## src/rtl/debug_ram_loader.sv

```systemverilog
// debug_ram_loader: byte-stream debug port that loads the instruction and data
// BRAMs through their second ports, dumps the data BRAM back out, and pulses
// the core reset. Frame: cmd, count_hi, count_lo, payload (run has no count).
module debug_ram_loader #(
  parameter int unsigned BRAMWORDS  = 4096,
  parameter int unsigned RST_CYCLES = 5
) (
  input  logic        CPU_CLK,
  input  logic        CPU_RST_N,
  input  logic [7:0]  rx_data,
  input  logic        rx_valid,
  output logic        rx_ready,
  output logic [7:0]  tx_data,
  output logic        tx_valid,
  input  logic        tx_ready,
  output logic [31:0] inst_a2,
  output logic [31:0] inst_wd2,
  output logic [3:0]  inst_we2,
  output logic [31:0] data_a2,
  output logic [31:0] data_wd2,
  output logic [3:0]  data_we2,
  input  logic [31:0] data_rd2,
  output logic        cpu_rst,
  output logic        busy,
  output logic        err
);

  localparam int unsigned IDX_W     = 13;
  localparam int unsigned CNT_RAW_W = 12;
  localparam int unsigned RUN_W     = (RST_CYCLES > 1) ? $clog2(RST_CYCLES) : 1;

  localparam logic [7:0] CMD_LOAD_INST = 8'h01;
  localparam logic [7:0] CMD_LOAD_DATA = 8'h02;
  localparam logic [7:0] CMD_DUMP      = 8'h03;
  localparam logic [7:0] CMD_RUN       = 8'h04;

  // Low two bits of the accepted command select the target.
  localparam logic [1:0] KIND_INST = 2'b01;
  localparam logic [1:0] KIND_DUMP = 2'b11;

  typedef enum logic [3:0] {
    IDLE, CNT_HI, CNT_LO, BYTE, WRITE, RUN, RD_ADDR, RD_WAIT, TX
  } stateType;

  stateType             state;
  stateType             nextState;
  logic [1:0]           cmdKind;
  logic [3:0]           cntHi;
  logic [IDX_W-1:0]     count;
  logic [IDX_W-1:0]     wordIndex;
  logic [IDX_W-1:0]     idxInc;
  logic [IDX_W-1:0]     rdIdx;
  logic [1:0]           byteCnt;
  logic [23:0]          asmBytes;
  logic [23:0]          txBytes;
  logic [31:0]          asmWord;
  logic [RUN_W-1:0]     runCnt;
  logic                 rxFire;
  logic                 txFire;
  logic                 lastWord;
  logic                 cmdHasCount;
  logic [CNT_RAW_W-1:0] countRaw;
  logic [IDX_W-1:0]     countSel;
  logic                 rxReadyNext;
  logic                 txValidNext;
  logic                 cpuRstNext;
  logic                 busyNext;
  logic [3:0]           instWeNext;
  logic [3:0]           dataWeNext;

  // Byte address of a word index.
  function automatic logic [31:0] wordAddr(input logic [IDX_W-1:0] idx);
    return 32'({idx, 2'b00});
  endfunction

  assign rxFire      = rx_valid & rx_ready;
  assign txFire      = tx_valid & tx_ready;
  assign idxInc      = wordIndex + IDX_W'(1);
  assign lastWord    = (idxInc == count);
  assign cmdHasCount = (rx_data == CMD_LOAD_INST) || (rx_data == CMD_LOAD_DATA) ||
                       (rx_data == CMD_DUMP);
  assign countRaw    = {cntHi, rx_data};
  // A zero count (or one larger than the RAM) means the whole RAM.
  assign countSel    = ((countRaw == '0) || (IDX_W'(countRaw) > IDX_W'(BRAMWORDS))) ?
                       IDX_W'(BRAMWORDS) : IDX_W'(countRaw);
  // Little-endian assembly: the byte arriving now becomes the top byte.
  assign asmWord     = {rx_data, asmBytes};
  // Dump address: the next word when leaving TX, else the current one.
  assign rdIdx       = (state == TX) ? idxInc : wordIndex;

  // State register.
  always_ff @(posedge CPU_CLK or negedge CPU_RST_N) begin
    if (!CPU_RST_N) state <= IDLE;
    else            state <= nextState;
  end

  // Next-state decode.
  always_comb begin
    nextState = state;
    case (state)
      IDLE: begin
        if (rxFire) begin
          if (rx_data == CMD_RUN) nextState = RUN;
          else if (cmdHasCount)   nextState = CNT_HI;
        end
      end
      CNT_HI:  if (rxFire) nextState = CNT_LO;
      CNT_LO:  if (rxFire) nextState = (cmdKind == KIND_DUMP) ? RD_ADDR : BYTE;
      BYTE:    if (rxFire && (byteCnt == 2'd3)) nextState = WRITE;
      WRITE:   nextState = lastWord ? IDLE : BYTE;
      RUN:     if (runCnt == RUN_W'(RST_CYCLES - 1)) nextState = IDLE;
      RD_ADDR: nextState = RD_WAIT;
      RD_WAIT: nextState = TX;
      TX:      if (txFire && (byteCnt == 2'd3)) nextState = lastWord ? IDLE : RD_ADDR;
      default: nextState = IDLE;
    endcase
  end

  // Output decode of the upcoming state; registered below so outputs track state.
  always_comb begin
    rxReadyNext = 1'b0;
    txValidNext = 1'b0;
    cpuRstNext  = 1'b0;
    busyNext    = (nextState != IDLE);
    instWeNext  = 4'h0;
    dataWeNext  = 4'h0;
    case (nextState)
      IDLE, CNT_HI, CNT_LO, BYTE: rxReadyNext = 1'b1;
      WRITE: begin
        if (cmdKind == KIND_INST) instWeNext = 4'hF;
        else                      dataWeNext = 4'hF;
      end
      RUN:     cpuRstNext  = 1'b1;
      TX:      txValidNext = 1'b1;
      default: ;
    endcase
  end

  // Output registers; RAM address/data hold between transactions.
  always_ff @(posedge CPU_CLK or negedge CPU_RST_N) begin
    if (!CPU_RST_N) begin
      rx_ready <= 1'b0;
      tx_valid <= 1'b0;
      tx_data  <= 8'h00;
      cpu_rst  <= 1'b1;
      busy     <= 1'b0;
      inst_a2  <= 32'h0;
      inst_wd2 <= 32'h0;
      inst_we2 <= 4'h0;
      data_a2  <= 32'h0;
      data_wd2 <= 32'h0;
      data_we2 <= 4'h0;
    end else begin
      rx_ready <= rxReadyNext;
      tx_valid <= txValidNext;
      cpu_rst  <= cpuRstNext;
      busy     <= busyNext;
      inst_we2 <= instWeNext;
      data_we2 <= dataWeNext;
      if (nextState == WRITE) begin
        if (cmdKind == KIND_INST) begin
          inst_a2  <= wordAddr(wordIndex);
          inst_wd2 <= asmWord;
        end else begin
          data_a2  <= wordAddr(wordIndex);
          data_wd2 <= asmWord;
        end
      end
      if (nextState == RD_ADDR) data_a2 <= wordAddr(rdIdx);
      if (state == RD_WAIT)     tx_data <= data_rd2[7:0];
      else if (txFire)          tx_data <= txBytes[7:0];
    end
  end

  // Datapath: command capture, counters, byte assembly and readback shifter.
  always_ff @(posedge CPU_CLK or negedge CPU_RST_N) begin
    if (!CPU_RST_N) begin
      cmdKind   <= 2'b00;
      cntHi     <= 4'h0;
      count     <= '0;
      wordIndex <= '0;
      byteCnt   <= 2'd0;
      asmBytes  <= 24'h0;
      txBytes   <= 24'h0;
      runCnt    <= '0;
      err       <= 1'b0;
    end else begin
      case (state)
        IDLE: begin
          if (rxFire) begin
            wordIndex <= '0;
            byteCnt   <= 2'd0;
            runCnt    <= '0;
            if (cmdHasCount)            cmdKind <= rx_data[1:0];
            else if (rx_data != CMD_RUN) err    <= 1'b1;
          end
        end
        CNT_HI: if (rxFire) cntHi <= rx_data[3:0];
        CNT_LO: if (rxFire) count <= countSel;
        BYTE: begin
          if (rxFire) begin
            asmBytes <= asmWord[31:8];
            byteCnt  <= byteCnt + 2'd1;
          end
        end
        WRITE:   wordIndex <= idxInc;
        RUN:     runCnt    <= runCnt + RUN_W'(1);
        RD_WAIT: txBytes   <= data_rd2[31:8];
        TX: begin
          if (txFire) begin
            txBytes <= {8'h00, txBytes[23:8]};
            byteCnt <= byteCnt + 2'd1;
            if (byteCnt == 2'd3) wordIndex <= idxInc;
          end
        end
        default: ;
      endcase
    end
  end

endmodule

```

## config.mk

```make
export PLATFORM = sky130hd
export DESIGN_NAME = debug_ram_loader
export DESIGN_NICKNAME = d
export VERILOG_FILES = /design/src/rtl/debug_ram_loader.sv
export SDC_FILE = /design/constraint.sdc
export NUM_CORES = 1
export LEC_CHECK = 0
export ABC_CLOCK_PERIOD_IN_PS = 7700
export BUFFER_PORTS_ARGS = -buffer_cell sky130_fd_sc_hd__buf_2
export CAP_MARGIN = 20
export CORE_AREA = 2 2 147 256
export DETAILED_ROUTE_END_ITERATION = 6
export DIE_AREA = 0 0 149 258
export SYNTH_ARGS = -nofsm -noshare
export SYNTH_HDL_FRONTEND = slang
export SYNTH_SLANG_ARGS = --single-unit
```

## constraint.sdc

```tcl
create_clock -name CPU_CLK -period 7.7 [get_ports CPU_CLK]
set_input_delay 0.77 -clock CPU_CLK [delete_from_list [all_inputs] [get_ports CPU_CLK]]
set_output_delay 0.77 -clock CPU_CLK [all_outputs]
set_load 0.1 [all_outputs]
```

# After elaboration in Yosys (flattened, before gate mapping)
# Index checks and enable logic that the tools add are counted.
# word_totals
register_bits	219
latch_bits	0
ramBits	0
rom_bits	0
out_inout_bits	149
elab_cells	125
mem_count	0
# op_classes
addsub	3
multipliers	0
div_mod_pow	0
magnitude_cmp	1
n_eq_ne	30
shifts	0
muxes	38
n_bitwise	4
reduce_logical	28
# ops
operator	n
32-bit 2-to-1 mux	3
13-bit 2-to-1 mux	5
4-bit 2-to-1 mux	12
24-bit one-hot mux with 2 select lines	1
13-bit one-hot mux with 3 select lines	1
4-bit one-hot mux with 9 select lines	1
4-bit by 3-bit == test with 1-bit output (second input constant)	7
24-bit 2-to-1 mux	1
4-bit by 2-bit == test with 1-bit output (second input constant)	4
8-bit by 2-bit == test with 1-bit output (second input constant)	2
8-bit 2-to-1 mux	2
2-bit AND reduction	8
13-bit by 1-bit adder with 13-bit output (second input constant)	1
13-bit == test	1
12-bit by 13-bit > comparator with 1-bit output (second input constant)	1
12-bit logical NOT	1
4-bit AND reduction	3
3-bit 2-to-1 mux	3
4-bit by 1-bit == test with 1-bit output (second input constant)	2
4-bit == test (second input constant)	2
8-bit by 1-bit == test with 1-bit output (second input constant)	1
8-bit by 3-bit == test with 1-bit output (second input constant)	1
4-bit logical NOT	2
2-bit 2-to-1 mux	4
20 further kinds	35

# Depth between registers and ports, before layout
# Gate-level depths: netlist (run 1).
# depth
ltp_word	10
mapped_depth	10
depth_no_buf	8

# Worst setup path before layout (run 1)
# OpenSTA, ideal clock, no wires.
# synth_path
path_kind	reg-to-reg
startpoint	register rx_ready
endpoint	register data_a2[2]
t_arrival_ns	2.495
t_required_ns	7.562
path_slack_ns	5.067
path_stages_with_launch	8
n_path_buf	1
synth_period_minus_slack_ns	2.633
path_cell_list	dfrtp_1 > nand3b_1 > nor3_2 > nand3_1 > and2_1 > clkbuf_1 > a211oi_1 > a31oi_1
# synth_between
elab_chain_len	7
word_cells_on_any_way	13
# synth_lines
element	line_no	text
start: declaration	12	output logic rx_ready,
start signal: assignment	154	rx_ready <= rxReadyNext;
1-bit bitwise AND (*)	76	assign rxFire = rx_valid & rx_ready;
1-bit logical AND	109	BYTE: if (rxFire && (byteCnt == 2'd3)) nextState = WRITE;
4-bit 2-to-1 mux	109	
4-bit one-hot mux with 9 select lines (*)	100	case (state)
4-bit by 3-bit == test with 1-bit output (on tied branches)	169, 160	
2-bit by 1-bit inequality test with 1-bit output (no source line) or 2-bit nonzero test (tied branches)	n/a	
2-bit AND reduction (no source line)	n/a	
end signal: assignment	165	data_a2 <= wordAddr(wordIndex);
end signal: assignment	169	if (nextState == RD_ADDR) data_a2 <= wordAddr(rdIdx);
end: declaration	19	output logic [31:0] data_a2,
# Every way passes the cells marked *; elsewhere a longest branch is shown, timed or not.
# A chain may end at the register's enable or synchronous reset.

# Worst setup path after layout (run 1)
# layout_path
startpoint	register wordIndex[0]
endpoint	register data_a2[14]
# layout_between
elab_chain_len	8
word_cells_on_any_way	13
# layout_lines
element	line_no	text
start: declaration	50	logic [IDX_W-1:0] wordIndex;
start signal: assignment	206	WRITE: wordIndex <= idxInc;
start signal: assignment	213	if (byteCnt == 2'd3) wordIndex <= idxInc;
13-bit by 1-bit adder with 13-bit output (*)	78	assign idxInc = wordIndex + IDX_W'(1);
13-bit == test	79	assign lastWord = (idxInc == count);
3-bit 2-to-1 mux	114	TX: if (txFire && (byteCnt == 2'd3)) nextState = lastWord ? IDLE : RD_ADDR;
4-bit 2-to-1 mux	114	
4-bit one-hot mux with 9 select lines	100	
4-bit by 3-bit == test with 1-bit output (on tied branches)	169, 160	
2-bit by 1-bit inequality test with 1-bit output (no source line) or 2-bit nonzero test (tied branches)	n/a	
2-bit AND reduction (no source line)	n/a	
# Marks and branches as above.

==> results of run 1 <==
state kept, by name, summed over array words and instances (netlist names), 13 cells and up:
register	flops
wordIndex	13
inst_wd2	32
asmBytes	24
count	13
data_wd2	32
txBytes	24
inst_a2	13
data_a2	13
per-stage QoR:
stage	setup WS [ns]	utilization, %	cell area, µm²	power (mW)	hold slack [ns]
finish	4.22	29.0	10600	4.02	0.373
global route	4.08	29.0	10600	4.23	0.408
CTS	3.70	28.9	10600	4.06	0.411
detailed placement	3.48	27.4	9990	3.18	0.457
global placement	3.57	27.4	9990	3.15	0.438
floorplan	5.07	-	9100	2.83	0.457
area by class of cell:
type	count	area [µm²]
Clock buffer	21	460
Inverter	14	52.6
Tap cell	475	594
Antenna cell	1	2.50
Fill cell	3834	25900
Clock inverter	11	98.8
Timing Repair Buffer	165	902
Sequential cell	194	4860
Multi-Input combinational cell	659	3640
critical path, stage by stage, from the launching register on:
cell,delay (ns)
dfrtp_1,0.62
ha_1,0.42
nand2_2,0.20
nor3_2,0.47
nor2_1,0.09
or3_1,0.41
a31oi_4,0.61
nor2_4,0.16
a221o_1,0.38
cell usage in the layout (no fill, tap or decap), types with 4 or more instances in the layout:
master | Yosys | routed
a21o_1 | 4 | 4
a21oi_1 | 14 | 14
a221o_1 | 6 | 6
a22o_1 | 9 | 9
a31oi_1 | 21 | 21
and2_1 | 4 | 4
and3_1 | 4 | 4
buf_2 | 6 | 153
buf_4 | 46 | 9
clkbuf_16 | 0 | 17
clkinv_4 | 0 | 5
conb_1 | 1 | 38
dfrtp_1 | 193 | 193
ha_1 | 4 | 4
inv_1 | 13 | 13
mux2_2 | 39 | 39
mux2i_1 | 10 | 10
nand2_1 | 287 | 287
nand2b_1 | 6 | 6
nand3_1 | 13 | 13
nand3b_1 | 6 | 6
nor2_1 | 54 | 53
nor3_1 | 9 | 9
o21ai_0 | 39 | 39
o31ai_1 | 5 | 5
or3_1 | 4 | 4
xnor2_1 | 16 | 16
xor2_1 | 5 | 5
layer usage:
| metal | part of all wire, % | GRT usage (%) | vias up |
|---|---|---|---|
| li1 | - | - | 3265 |
| met1 | 39 | 15.4 | 3388 |
| met2 | 54 | 25.0 | 222 |
| met3 | 4.2 | 2.54 | 47 |
| met4 | 3.4 | 6.24 | 2 |
| met5 | 0.042 | 0 | - |
where the power goes:
part	internal, mW	switching (mW)
Clock	0.440	0.427
Sequential	1.31	0.245
Combinational	0.386	1.22
kinds of logic after synthesis:
kind of cell             share of synthesized area (%)
buffers and inverters                             6.88
adder cells (fa/ha/maj)                          0.558
flip-flops                                        54.2
AND/OR/NAND/NOR                                   20.1
multiplexers                                      6.14
XOR/XNOR                                          2.23
AO/OA/AOI/OAI                                     9.91
other                                           0.0418
worst min-delay path by stage:
stage / depth (start not counted) / slack [ns] / from / endpoint
after floorplan: 2 / 0.46 / asmBytes[0] / data_wd2[0]
after global placement: 1 / 0.44 / err / err
after detailed placement: 2 / 0.46 / inst_wd2[21] / inst_wd2[21]
after CTS: 1 / 0.41 / CPU_RST_N / inst_a2[5]
after global routing: 1 / 0.41 / CPU_RST_N / inst_wd2[26]
final: 1 / 0.37 / CPU_RST_N / inst_wd2[26]
==> impl_metrics.env, run 1 <==
export IMPL_place_gp_congestion=0.821
export IMPL_reg2reg_from="wordIndex[0]"
export IMPL_required_ns=8.04
export IMPL_coreArea_um2=36500
export IMPL_stdcell_count=1540
export IMPL_root_buffer="clkbuf_16"
export IMPL_yosysMostFrequentCell="nand2_1"
export IMPL_crit_path_end="data_a2[14]"
export IMPL_postCtsSetupBuffers=0
export IMPL_nNetsFinal=1099
export IMPL_powerDensity_nw_per_um2=379
export IMPL_die_area_um2=38400
export IMPL_ir_drop_mv=0.315
export IMPL_synth_area_um2=8960
export IMPL_drv_cap=0
export IMPL_syn_avg_cell_area_um2=9.66
export IMPL_worst_pin_slew_ns=1.07
export IMPL_synth_edff_count=0
export IMPL_slew_headroom_pct=28.8
export IMPL_clock_sinks=194
export IMPL_hold_violations=0
export IMPL_drt_iter0_markers=387
export IMPL_p_leak_nw=5.32
export IMPL_ys_ff_latch=194
export IMPL_hp_class="input port to asynchronous set/reset pin"
export IMPL_grt_overflow=0
export IMPL_cp_arrival_ns=3.82
export IMPL_status="finished clean"
export IMPL_rr_worst_depth=8
export IMPL_cts_tree="yes"
export IMPL_num_vias=6924
export IMPL_holdBufCountCts=0
export IMPL_rrSetupSlack_ns=4.22
export IMPL_htreeDepth=4
export IMPL_dp_hpwl_um=18900
export IMPL_routed_wl_um=26000
export IMPL_regToRegEndpoint="data_a2[14]"
export IMPL_fin_crit_sh_pct=45.2
export IMPL_synth_area_leaders="dfrtp_1, nand2_1, mux2_2"
export IMPL_min_period_ns=3.48
export IMPL_slew_violations=0
export IMPL_ys_seq_area_share_pct=54.2
export IMPL_worstPathMaxFanout=21
export IMPL_port_buffers=154
export IMPL_synth_top_cell_by_area="dfrtp_1"
export IMPL_drc_errors=0
export IMPL_fmax_ghz=0.287
export IMPL_ys_types=72
export IMPL_synthCells=928
export IMPL_synthToLayoutAreaGrowth_pct=18.4
export IMPL_antenna_found_initial=2
export IMPL_skew_ns=0.0102
export IMPL_clk_pin_slew_ns=0.08
export IMPL_first_pass_iters=7
export IMPL_ys_async_sr_fraction_pct=100
export IMPL_grt_max_degree=90
export IMPL_cts_buffer_depth=2
export IMPL_yosys_area_top_type_share_pct=53.9
export IMPL_initial_core_util_pct=24.5
export IMPL_yosysWarnings=0
export IMPL_setup_tns_ns=0
export IMPL_cp_startpoint="wordIndex[0]"
export IMPL_rsz0062_at_grt="no"
export IMPL_ios=193
export IMPL_synth_flop_cell="dfrtp_1"
export IMPL_drive_above_1_share_pct=24.2
export IMPL_cts_resized=0
export IMPL_die_x_um=149
export IMPL_grt_use_total_pct=13.8
export IMPL_clock_latency_ns=0.46
export IMPL_end_kind="register"
export IMPL_setup_violations_final=0
export IMPL_grt_pass1_vias=6742
export IMPL_synth_common_cells="nand2_1, dfrtp_1, nor2_1"
export IMPL_grt_pass1_wl_um=40200
export IMPL_numCtsBuffers=17
export IMPL_crit_type="register to register"
export IMPL_ant_nets=0
export IMPL_crit_path_start_kind="register"
export IMPL_dp_cells=1505
export IMPL_vias_per_cell=4.50
export IMPL_placementRows=93
export IMPL_die_h_um=258
export IMPL_routedWlPerCell_um=16.9
Note: power is estimated with default switching activity, not from simulation.
==> inputs of run 2 (changes only) <==
--- a/config.mk
+++ b/config.mk
@@ -5,7 +5,7 @@
 export SDC_FILE = /design/constraint.sdc
 export NUM_CORES = 1
 export LEC_CHECK = 0
-export ABC_CLOCK_PERIOD_IN_PS = 7700
+export ABC_CLOCK_PERIOD_IN_PS = 3200
 export BUFFER_PORTS_ARGS = -buffer_cell sky130_fd_sc_hd__buf_2
 export CAP_MARGIN = 20
 export CORE_AREA = 2 2 147 256
==> constraint.sdc (replaced) <==
create_clock -name CPU_CLK -period 3.2 [get_ports CPU_CLK]
set_input_delay 0.32 -clock CPU_CLK [delete_from_list [all_inputs] [get_ports CPU_CLK]]
set_output_delay 0.32 -clock CPU_CLK [all_outputs]
set_load 0.1 [all_outputs]
==> run 2 against run 1 <==
Effect of this change: non-clock buffer count rose by 16; register-to-register slack got worse by 4.0 ns; global-route usage rose by 0.13 points; die area did not move; power rose by 140%; critical endpoint is now data_a2[6]; clock power rose by 150%; wire length fell by 0.83%; critical path type unchanged; worst hold slack got worse by 0.30 ns; sequential cell count did not move.
==> impl_metrics.env, run 2 (same netlist as run 1, synthesis figures left out) <==
export IMPL_status="finished clean"
export IMPL_vias_per_cell=4.48
export IMPL_highest_layer="met4"
export IMPL_routedWlPerCell_um=16.6
export IMPL_pwr_share_seq_pct=38.2
export IMPL_coreArea_um2=36500
export IMPL_grt_pass1_wl_um=40700
export IMPL_place_gp_congestion=0.884
export IMPL_dp_hpwl_um=18800
export IMPL_htreeDepth=4
export IMPL_postCtsSetupBuffers=0
export IMPL_num_vias=6964
export IMPL_worst_pin_slew_ns=0.693
export IMPL_min_delay_start="data_rd2[2]"
export IMPL_reg2reg_from="wordIndex[1]"
export IMPL_fin_crit_sh_pct=93.4
export IMPL_n_antenna_cell=0
export IMPL_crit_slowest_cell="or4b_4"
export IMPL_rsz0062_at_grt="no"
export IMPL_cp_arrival_ns=3.33
export IMPL_numCtsBuffers=17
export IMPL_initial_core_util_pct=24.5
export IMPL_power_frac_clock_pct=22.2
export IMPL_final_common_cell="nand2_1"
export IMPL_drt_iter0_markers=477
export IMPL_clk_pin_slew_ns=0.08
export IMPL_min_period_ns=2.99
export IMPL_antenna_found_initial=0
export IMPL_final_cell_mix="nand2_1, dfrtp_1, buf_2"
export IMPL_routed_wl_um=25800
export IMPL_crit_path_start_kind="register"
export IMPL_required_ns=3.54
export IMPL_setup_tns_ns=0
export IMPL_fmax_ghz=0.334
export IMPL_slew_violations=0
export IMPL_clock_sinks=194
export IMPL_cp_startpoint="wordIndex[1]"
export IMPL_setup_violations_final=0
export IMPL_die_x_um=149
export IMPL_ios=193
export IMPL_largestRegisters="data_wd2 (32), inst_wd2 (32)"
export IMPL_die_area_um2=38400
export IMPL_cts_buffer_depth=2
export IMPL_crit_type="register to register"
export IMPL_drc_errors=0
export IMPL_p_sw_mw=4.51
export IMPL_nNetsFinal=1115
export IMPL_grt_use_total_pct=13.9
export IMPL_powerDensity_nw_per_um2=905
export IMPL_crit_buf_inv=0
export IMPL_die_h_um=258
export IMPL_switching_share_pct=46.5
export IMPL_drive_above_1_share_pct=25.3
export IMPL_final_util_pct=29.4
export IMPL_grt_pass1_vias=7133
export IMPL_p_int_mw=5.20
export IMPL_hold_violations=0
export IMPL_route_met2_wl_um=13700
export IMPL_p_leak_nw=5.41
export IMPL_end_kind="register"
export IMPL_skew_ns=0.0107
export IMPL_ir_drop_mv=0.522
export IMPL_wl_met3_um=1050
export IMPL_met1_length_um=10100
export IMPL_first_pass_iters=4
export IMPL_synthToLayoutAreaGrowth_pct=19.7
export IMPL_hp_class="input port to register"
export IMPL_slew_headroom_pct=53.8
export IMPL_fin_area_um2=10700
export IMPL_worstPathMaxFanout=8
export IMPL_clock_latency_ns=0.45
export IMPL_ant_nets=0
export IMPL_drv_cap=0
export IMPL_grt_overflow=0
export IMPL_comb_power_share_pct=39.5
export IMPL_root_buffer="clkbuf_16"
export IMPL_grt_max_degree=81
export IMPL_cts_tree="yes"
export IMPL_placementRows=93
export IMPL_port_buffers=154
export IMPL_cp_slowest_stage_delay_ns=0.53
export IMPL_post_dp_cell_area_um2=10100
export IMPL_worstPathCellList="ha_1 -> nand2_2 -> o21a_1 -> or4b_4 -> a221oi_4 -> a31oi_4 -> nor2_4 -> mux2_2"
export IMPL_cts_resized=0
export IMPL_cpLargestDelayFamily="simple AND/OR/NAND/NOR gates"
## run 2: cell count changes in the layout (fill, tap and decap cells not counted), sizes merged
cell and change:
buf +15, diode -1, clkinvlp -1, dlygate4sd3 +1, inv +1, bufinv +1, clkbuf -1
## run 2: layout make-up
type / instances / area (µm²)
clock inverter: 12 / 120
inverter: 14 / 52.6
tap: 475 / 594
sequential: 194 / 4860
timing repair buffer: 181 / 1010
fill: 3844 / 25800
clock buffer: 20 / 457
multi-input combinational: 659 / 3640
## run 2: tightest hold or removal path, delay by kind of cell
family | cells | cell delay (ns)
simple gates | 1 | 0.03
buf+inv | 1 | 0.08
compound gates | 1 | 0.05
## run 2: path summary, 6_finish.rpt
path | endpoint | slack, ns | depth (start not counted)
worst max-delay path | data_a2[6] | 0.21 | 8
worst min-delay path | tx_data[2] | 0.07 | 3
worst max register to register | data_a2[6] | 0.21 | 8
worst min register to register | err | 0.46 | 1
max in group asynchronous | cpu_rst | 1.86 | 3
min in group asynchronous | inst_wd2[24] | 0.44 | 2
## run 2: what timing repair did
item | CTS | global route
endpoints found under the hold margin | 76 | 0
endpoints found under the setup margin | 0 | 0
hold buffers | 1 | 0
## run 2: metal layers
layer / global-route usage (%) / vias up
li1: - / 3296
met2: 25.3 / 215
met5: 0 / -
met1: 15.1 / 3406
met4: 7.41 / 0
met3: 2.42 / 47
## run 2: metrics by stage
step                      power, mW  instances  setup slack, ns  hold WS, ns
after floorplan                6.81        965            0.567       0.0244
after global placement         7.58       1522            0.322        0.399
after detailed placement       7.64       1522            0.244        0.409
after CTS                      9.85       1555            0.222       0.0434
after global routing           10.2       1555           0.0822       0.0677
final                          9.71       1555            0.210       0.0746
## run 2: power by group through the flow
stage,clock network (mW),registers (mW),logic (mW)
3_5_place_dp,0,3.78,3.86
3_3_place_gp,0,3.76,3.82
4_1_cts,2.24,3.74,3.87
2_1_floorplan,0,5.37,1.44
6_report,2.16,3.71,3.84
5_1_grt,2.34,3.82,4.06
